`src/rtl/pixel_stream_packer.sv`:
```
// Packs PIX_PER_BEAT shades per output word, buffers words in a FWFT FIFO and
// frames them with sof/eol/eof. Shades offered while in_ready is low are counted.
module pixel_stream_packer #(
  parameter int COLOR_WIDTH  = 8,
  parameter int PIX_PER_BEAT = 4,
  parameter int IMG_W        = 640,
  parameter int IMG_H        = 480,
  parameter int FIFO_DEPTH   = 16
) (
  input  logic                                clk,
  input  logic                                rst,
  input  logic                                sync_clr,
  input  logic [COLOR_WIDTH-1:0]              shade_in,
  input  logic                                valid_in,
  output logic                                in_ready,
  output logic [PIX_PER_BEAT*COLOR_WIDTH-1:0] out_data,
  output logic                                out_valid,
  input  logic                                out_ready,
  output logic                                sof,
  output logic                                eol,
  output logic                                eof_pulse,
  output logic [$clog2(FIFO_DEPTH+1)-1:0]     fifo_level,
  output logic [15:0]                         drop_count
);

  localparam int WORD_W = PIX_PER_BEAT * COLOR_WIDTH;
  localparam int LANE_W = (PIX_PER_BEAT > 1) ? $clog2(PIX_PER_BEAT) : 1;
  localparam int NREG   = (PIX_PER_BEAT > 1) ? PIX_PER_BEAT - 1 : 1;
  localparam int X_W    = (IMG_W > 1) ? $clog2(IMG_W) : 1;
  localparam int Y_W    = (IMG_H > 1) ? $clog2(IMG_H) : 1;
  localparam int PTR_W  = $clog2(FIFO_DEPTH);
  localparam int CNT_W  = $clog2(FIFO_DEPTH + 1);

  localparam logic [LANE_W-1:0] LANE_LAST = LANE_W'(PIX_PER_BEAT - 1);
  localparam logic [X_W-1:0]    X_LAST    = X_W'(IMG_W - 1);
  localparam logic [X_W-1:0]    X_FIRST_W = X_W'(PIX_PER_BEAT - 1);
  localparam logic [Y_W-1:0]    Y_LAST    = Y_W'(IMG_H - 1);
  localparam logic [CNT_W-1:0]  CNT_FULL  = CNT_W'(FIFO_DEPTH);

  logic [LANE_W-1:0] lane_reg, lane_next;
  logic [X_W-1:0]    x_reg, x_next;
  logic [Y_W-1:0]    y_reg, y_next;
  logic [PTR_W-1:0]  wr_ptr_reg, wr_ptr_next, rd_ptr_reg, rd_ptr_next;
  logic [CNT_W-1:0]  count_reg, count_next;
  logic              eof_reg, eof_next;
  logic [15:0]       drop_cnt_reg;

  logic [COLOR_WIDTH-1:0] lane_data_reg [NREG];
  logic [WORD_W-1:0]      mem_data [FIFO_DEPTH];
  logic                   mem_sof  [FIFO_DEPTH];
  logic                   mem_eol  [FIFO_DEPTH];
  logic [Y_W-1:0]         mem_y    [FIFO_DEPTH];

  logic              fifo_full, fifo_empty, accept, push, pop, drop;
  logic              word_sof, word_eol;
  logic [WORD_W-1:0] word_in;

  assign fifo_full  = (count_reg == CNT_FULL);
  assign fifo_empty = (count_reg == '0);
  // Only the word-completing lane needs a free slot, so earlier lanes keep flowing when full.
  assign in_ready   = !((lane_reg == LANE_LAST) && fifo_full);
  assign accept     = valid_in && in_ready && !sync_clr;
  assign push       = accept && (lane_reg == LANE_LAST);
  assign pop        = !fifo_empty && out_ready;
  assign drop       = valid_in && !in_ready;

  // Word tags are derived from the coordinate of the pixel in the top lane.
  assign word_sof = (y_reg == '0) && (x_reg == X_FIRST_W);
  assign word_eol = (x_reg == X_LAST);

  genvar gi;
  generate
    for (gi = 0; gi < PIX_PER_BEAT - 1; gi++) begin : g_lane
      always_ff @(posedge clk) begin
        if (accept && (lane_reg == LANE_W'(gi)))
          lane_data_reg[gi] <= shade_in;
      end
      assign word_in[gi*COLOR_WIDTH +: COLOR_WIDTH] = lane_data_reg[gi];
    end
  endgenerate
  assign word_in[WORD_W-1 -: COLOR_WIDTH] = shade_in;

  always_ff @(posedge clk) begin
    if (push) begin
      mem_data[wr_ptr_reg] <= word_in;
      mem_sof[wr_ptr_reg]  <= word_sof;
      mem_eol[wr_ptr_reg]  <= word_eol;
      mem_y[wr_ptr_reg]    <= y_reg;
    end
  end

  always_comb begin
    lane_next   = lane_reg;
    x_next      = x_reg;
    y_next      = y_reg;
    wr_ptr_next = wr_ptr_reg;
    rd_ptr_next = rd_ptr_reg;
    count_next  = count_reg;
    eof_next    = pop && mem_eol[rd_ptr_reg] && (mem_y[rd_ptr_reg] == Y_LAST);
    if (accept) begin
      lane_next = (lane_reg == LANE_LAST) ? '0 : lane_reg + LANE_W'(1);
      if (x_reg == X_LAST) begin
        x_next = '0;
        y_next = (y_reg == Y_LAST) ? '0 : y_reg + Y_W'(1);
      end else begin
        x_next = x_reg + X_W'(1);
      end
    end
    if (push) wr_ptr_next = wr_ptr_reg + PTR_W'(1);
    if (pop)  rd_ptr_next = rd_ptr_reg + PTR_W'(1);
    if (push && !pop)      count_next = count_reg + CNT_W'(1);
    else if (!push && pop) count_next = count_reg - CNT_W'(1);
  end

  always_ff @(posedge clk or negedge rst) begin
    if (!rst) begin
      lane_reg   <= '0;
      x_reg      <= '0;
      y_reg      <= '0;
      wr_ptr_reg <= '0;
      rd_ptr_reg <= '0;
      count_reg  <= '0;
      eof_reg    <= 1'b0;
    end else if (sync_clr) begin
      lane_reg   <= '0;
      x_reg      <= '0;
      y_reg      <= '0;
      wr_ptr_reg <= '0;
      rd_ptr_reg <= '0;
      count_reg  <= '0;
      eof_reg    <= 1'b0;
    end else begin
      lane_reg   <= lane_next;
      x_reg      <= x_next;
      y_reg      <= y_next;
      wr_ptr_reg <= wr_ptr_next;
      rd_ptr_reg <= rd_ptr_next;
      count_reg  <= count_next;
      eof_reg    <= eof_next;
    end
  end

  // Survives sync_clr so drop statistics span frame restarts.
  always_ff @(posedge clk or negedge rst) begin
    if (!rst)
      drop_cnt_reg <= '0;
    else if (drop && (drop_cnt_reg != 16'hFFFF))
      drop_cnt_reg <= drop_cnt_reg + 16'd1;
  end

  assign out_valid  = !fifo_empty;
  assign out_data   = mem_data[rd_ptr_reg];
  assign sof        = !fifo_empty && mem_sof[rd_ptr_reg];
  assign eol        = !fifo_empty && mem_eol[rd_ptr_reg];
  assign eof_pulse  = eof_reg;
  assign fifo_level = count_reg;
  assign drop_count = drop_cnt_reg;

endmodule
```
`config.mk`:
```
export PLATFORM = sky130hd
export DESIGN_NAME = pixel_stream_packer
export DESIGN_NICKNAME = d
export VERILOG_FILES = /design/src/rtl/pixel_stream_packer.sv
export SDC_FILE = /design/constraint.sdc
export NUM_CORES = 1
export LEC_CHECK = 0
export BUFFER_PORTS_ARGS = -buffer_cell sky130_fd_sc_hd__buf_2
export CORE_ASPECT_RATIO = 1.4
export CORE_MARGIN = 2
export CORE_UTILIZATION = 62
export DETAILED_ROUTE_END_ITERATION = 10
export PLACE_DENSITY_LB_ADDON = 0.05
export RECOVER_POWER = 50
export SLEW_MARGIN = 0
export SYNTH_ARGS = -nofsm -noshare
export SYNTH_HDL_FRONTEND = slang
export SYNTH_SLANG_ARGS = --single-unit
```
`constraint.sdc`:
```
create_clock -name clk -period 3.8 [get_ports clk]
set_input_delay 0.76 -clock clk [delete_from_list [all_inputs] [get_ports clk]]
set_output_delay 0.76 -clock clk [all_outputs]
set_load 0.005 [all_outputs]
```
# --- Word level (Yosys, flattened, before mapping) ---
# Memory sizes are Yosys's and may differ from the RTL's.
# Cells that the tools add are included.
totals:
  mem_bits_rw: 712
  wordCells: 95
  output_inout_bits: 58
  inputBits: 13
  regBits: 51
  n_memories: 5
memory_table:
  columns: ["memory", "words", "width", "rd", "rd_ports_with_merged_regs", "wr", "line_no", "text"]
  rows:
  - ["mem_data", 16, 32, 1, 0, 1, "49", "logic [WORD_W-1:0] mem_data [FIFO_DEPTH];"]
  - ["mem_y", 16, 9, 1, 0, 1, "52", "logic [Y_W-1:0] mem_y [FIFO_DEPTH];"]
  - ["lane_data_reg", 3, 8, 3, 0, 1, "48", "logic [COLOR_WIDTH-1:0] lane_data_reg [NREG];"]
  - ["mem_eol", 16, 1, 1, 0, 1, "51", "logic mem_eol [FIFO_DEPTH];"]
  - ["mem_sof", 16, 1, 1, 0, 1, "50", "logic mem_sof [FIFO_DEPTH];"]
classes:
  reduce_logical: 33
  eq_ne: 9
  add_sub_neg: 8
  mux: 32
ops:
  columns: ["cell", "count"]
  rows:
  - ["$mux W9", 4]
  - ["$mux W10", 3]
  - ["$eq A9 B9 Y1 const B", 2]
  - ["$logic_and A1 B1 Y1", 17]
  - ["$add A16 B1 Y16 const B", 1]
  - ["$mux W4", 4]
  - ["$mux W8", 2]
  - ["$ne A16 B16 Y1 const B", 1]
  - ["$reduce_or A8 Y1", 2]
  - ["$mux W5", 3]
  - ["$mux W1", 11]
  - ["$add A10 B1 Y10 const B", 1]
  - ["$eq A10 B10 Y1 const B", 1]
  - ["$eq A10 B2 Y1 const B", 1]
  - ["$mux W2", 5]
  - ["$add A9 B1 Y9 const B", 1]
  - ["$logic_not A9 Y1", 1]
  - ["$add A4 B1 Y4 const B", 2]
  - ["$reduce_bool A2 Y1", 4]
  - ["$add A5 B1 Y5 const B", 1]
  - ["$eq A5 B5 Y1 const B", 1]
  - ["$logic_not A1 Y1", 5]
  - ["$logic_not A5 Y1", 1]
  - ["$sub A5 B1 Y5 const B", 1]
  - ["other kinds (6)", 7]

# --- Longest topological paths before layout ---
logic_depth:
  ltp_word: 11
  ltp_mapped: 11
  ltp_nobuf: 10

# --- Least setup slack after synthesis ---
# Ideal clock, no wire load.
synth_path:
  path_type: "input -> register"
  startpoint: "input valid_in"
  endpoint: "register count_reg[4], in the netlist fifo_level[4]"
  slack_ns: 0.422
  arrival_ns: 3.309
  setup_ns: 0.069
  stages: 10
  n_path_buf: 1
  required_ns: 3.731
  path_cell_list: "inv_1 -> a2111oi_2 -> clkbuf_1 -> nand2_1 -> fa_1 -> a21o_1 -> a21o_1 -> or3_1 -> a211o_1 -> nand3_1"
synth_via:
  elab_chain_cells: 6
  word_cells_on_any_way: 9
  classes_between: "mux (2); reduce/logical (7)"
synth_lines:
  columns: ["element", "line_no", "text"]
  rows:
  - ["start: declaration", "14", "input logic valid_in,"]
  - ["$logic_and A1 B1 Y1 * (2 in a row)", "62", "assign accept = valid_in && in_ready && !sync_clr;"]
  - ["$logic_and A1 B1 Y1 *", "63", "assign push = accept && (lane_reg == LANE_LAST);"]
  - ["$logic_and A1 B1 Y1 / $logic_not A1 Y1 (equally long branches)", "111, 112", null]
  - ["$mux W5 / $logic_and A1 B1 Y1 (equally long branches)", "111, 112", null]
  - ["$mux W5 / $reduce_bool A3 Y1 (equally long branches)", null, null]
  - ["end signal: assignment", "138", "count_reg <= count_next;"]
  - ["end: declaration", "44", "logic [CNT_W-1:0] count_reg, count_next;"]
# Mark *: on every way between the ends. The rest lies on a longest branch, timed or not.
# A chain may end at the register's enable or synchronous reset.

# --- Worst setup path in the final report ---
layout_path:
  startpoint: "register rd_ptr_reg[0]"
  endpoint: "output out_data[20]"
layout_via:
  elab_chain_cells: 1
layout_lines:
  columns: ["element", "line_no", "text"]
  rows:
  - ["start: declaration", "43", "logic [PTR_W-1:0] wr_ptr_reg, wr_ptr_next, rd_ptr_reg, rd_ptr_next;"]
  - ["start signal: assignment", "137", "rd_ptr_reg <= rd_ptr_next;"]
  - ["$mem_v2 Z16 W32", null, null]
  - ["end: declaration", "16", "output logic [PIX_PER_BEAT*COLOR_WIDTH-1:0] out_data,"]
# Every way passes these cells.

==> metrics <==
max-capacitance violation count 1; routed via count between 10,000 and 15,000; wire length per cell after detailed routing 27.8 um; crit path max fanout slightly below 50; number of global-route vias before repair around 14,000; Flop pwr share roughly 50%; highest ir drop seen on vdd around 380 uV; DRT Wirelength just under 60 mm; die height about 260 um; data arrival time at the worst-slack endpoint 2.88 ns; Max-Slew Margin vs Limit -54.8%; number of nets in the synthesized netlist ~1,300; count of TritonRoute iterations in the first routing pass 5; clock tree root buffer cell clkbuf_16; clock slew at reported path FFs approximately 0.060 ns; gp weighted congestion a little under 0.8; Tmin final around 3.6 ns; total I/O pin count 71; flip-flop count of the largest register after layout between 500 and 600; critical path type flop to output pin; count of final setup violators 0; maximum clock frequency around 0.27 GHz; Via-to-Cell Ratio between 6 and 7; hold-fix buffers at CTS 0; Psw 4100 uW; DPL Wire Length roughly 32 mm; final hold slack between 0.4 and 0.5 ns; later-pin clock latency in the skew report between 0.5 and 0.6 ns; violations in the final reports capacitance limit, slew limit; floorplan row count 93; clock tree buffer depth 3; maximum number of pins on one net before global-route repair 50; count of antenna diodes in the layout 0; fraction of power consumed by combinational cells 13.0%; nature of the critical path endpoint output pin; reg-to-reg slack, setup around 0.47 ns; drt drc 0; net switching fraction of the power between 20 and 25%; number of warnings reported in the yosys synthesis log 0; Core Footprint between 40,000 and 50,000 um^2; die width about 190 um; gate count of the mapped netlist roughly 1,300; Post-Synthesis Mean Instance Area around 22 um^2; worst path required time 3.04 ns; number of nets in the layout around 1,500; Post-Place Worst Slack ~0.6 ns; # H-tree levels 3; final hold violation count 0; TritonCTS clock tree yes; flip-flop and latch count after synthesis about 760; Buffers on Ports 70; antenna violations before repair 1; part of the power in the clock network about 37%; accumulated negative setup slack 0 ns; Seq/Total Area, Yosys 78.5%; count of flip-flops with a built-in enable after synthesis 712; total leakage power between 0.01 and 0.015 uW; slew of the pin with the lowest slew margin 2.32 ns; final max-slew violation count 43; global-route usage over all layers 25.3%; Pwr per Cell Area around 570 nW/um^2; share of post-route cells with drive strength above 1 around a quarter; worst hold path class primary input to flop; run status complete, but fails checks; Internal Power 14,400 uW; post-route setup slack 0.158 ns; starting density of the core between 60% and 70%; global route total overflow 0; Max Clock Skew 0.0139 ns; Inserted Clock Buffers 68; share of async-settable or async-resettable flops after synthesis about 6.7%; CTS sink cnt roughly 760; count of routing violations after the opening detailed-route iteration roughly 1,300; area growth from synthesis to final layout 13.1%; ANT nets after route 0; RSZ-0062 raised after global routing false; Synth cell types between 50 and 60; Die Footprint ~48,000 um^2; first-pass GRT wire length ~89 mm; main flop type after synthesis edfxtp_1; Post-Synthesis Cell Area about 29,000 um^2; kind of launch point of the worst setup path flop; share of the clock period used by the worst path 95.8%; CTS resizes 0
==> through the flow <==
stage | total power, uW | instances | instance area [um^2] | util, %
2_1_floorplan | 11200 | 1318 | 28900 | -
3_3_place_gp | 11900 | 1998 | 30500 | 66.3
3_5_place_dp | 11900 | 1998 | 30500 | 66.3
4_1_cts | 18700 | 2121 | 32700 | 71.1
5_1_grt | 19100 | 2122 | 32600 | 71.0
6_report | 18500 | 2122 | 32600 | 71.0
==> Yosys cell counts (all sizes together) (2+ instances only) <==
cell      n  share of area (%)
and2     16               0.35
xnor2    18               0.55
ha       17               0.74
and3     14               0.30
o21ai    20               0.35
nand3b    2              0.052
buf      22               0.33
mux2      2              0.078
nand3    24               0.42
a22o      2              0.061
clkbuf   30               0.39
dfrtp    51                4.4
nor3      9               0.16
a21oi    13               0.23
nor2     30               0.40
mux4    172                 13
edfxtp  712                 74
and4      2              0.061
nor2b     8               0.17
or3       3              0.082
xor2     12               0.36
inv      12               0.16
a31oi     6               0.13
a311oi    2               0.18
a21o      3              0.078
o31ai     5               0.13
nor4      7               0.15
nand2    45               0.58
nand4b   17               0.52
o41ai     5               0.15
nand4    21               0.45
==> final timing paths <==
check,from,end,cells past startpoint
max in group asynchronous,rst,rd_ptr_reg[1]$_DFFE_PN0P_,1
min in group asynchronous,rst,eof_pulse$_DFF_PN0_,1
min reg2reg,drop_count[14]$_DFFE_PN0P_,drop_count[14]$_DFFE_PN0P_,1
min,out_ready,fifo_level[4]$_DFFE_PN0P_,3
max reg2reg,fifo_level[1]$_DFFE_PN0P_,mem_data[2][17]$_DFFE_PP_,6
max,rd_ptr_reg[0]$_DFFE_PN0P_,out_data[20],4
==> per-layer routing <==
layer | global-route usage, % | wire length (um) | vias up
met1 | 32.9 | 22300 | 7202
met3 | 3.34 | 3370 | 100
met4 | 8.98 | 1720 | 0
met2 | 44.8 | 31600 | 503
met5 | 0 | 0 | -
li1 | - | - | 5748
==> timing repair <==
item,CTS,global route
hold endpoints to repair,0,0
setup buffers,0,1
endpoints found under the setup margin,0,2
==> cells in the final DEF (no fill, tap or decap), drive strengths merged, types with 12 or more instances in the layout <==
cell type and count:
and3 14, nand4 21, clkinv 27, nand4b 17, xor2 12, nand3 24
inv 14, nand2 45, edfxtp 712, dfrtp 51, o21ai 20, and2 16
xnor2 18, mux4 172, nor2 30, clkbuf 110, ha 17, buf 93
a21oi 13
==> critical path, cell delays in order (launching register included) <==
cell	delay [ns]
dfrtp_4	0.60
buf_12	0.37
mux4_2	0.59
mux4_2	0.51
buf_2	0.15
==> cell families (layout without fill, tap and decap cells) <==
| group | after synthesis | after routing | share of synthesized area (%) |
|---|---|---|---|
| DFF | 763 | 763 | 78.5 |
| and+or+nand+nor | 204 | 204 | 3.85 |
| muxes | 175 | 175 | 13.5 |
| AOI/OAI and AO/OA | 64 | 64 | 1.56 |
| buffers and inverters | 64 | 251 | 0.884 |
| xor gates and xnor gates | 30 | 30 | 0.910 |
| adders and majority gates | 18 | 18 | 0.806 |
==> power groups by stage <==
stage	Clock [uW]	Combinational (uW)	Sequential [uW]
2_1_floorplan	0	1770	9400
3_3_place_gp	0	2400	9490
3_5_place_dp	0	2430	9500
4_1_cts	6900	2440	9320
5_1_grt	7220	2590	9320
6_report	6780	2410	9310
==> area by class of cell <==
cell class	count	area [um^2]
sequential	763	22700
fill	2763	13300
multi-input combinational	491	5980
clock buffer	87	1890
timing repair buffer	116	975
tap	617	772
clock inverter	36	319
inverter	12	45.0
No activity file was read; power rests on OpenSTA's default activity.
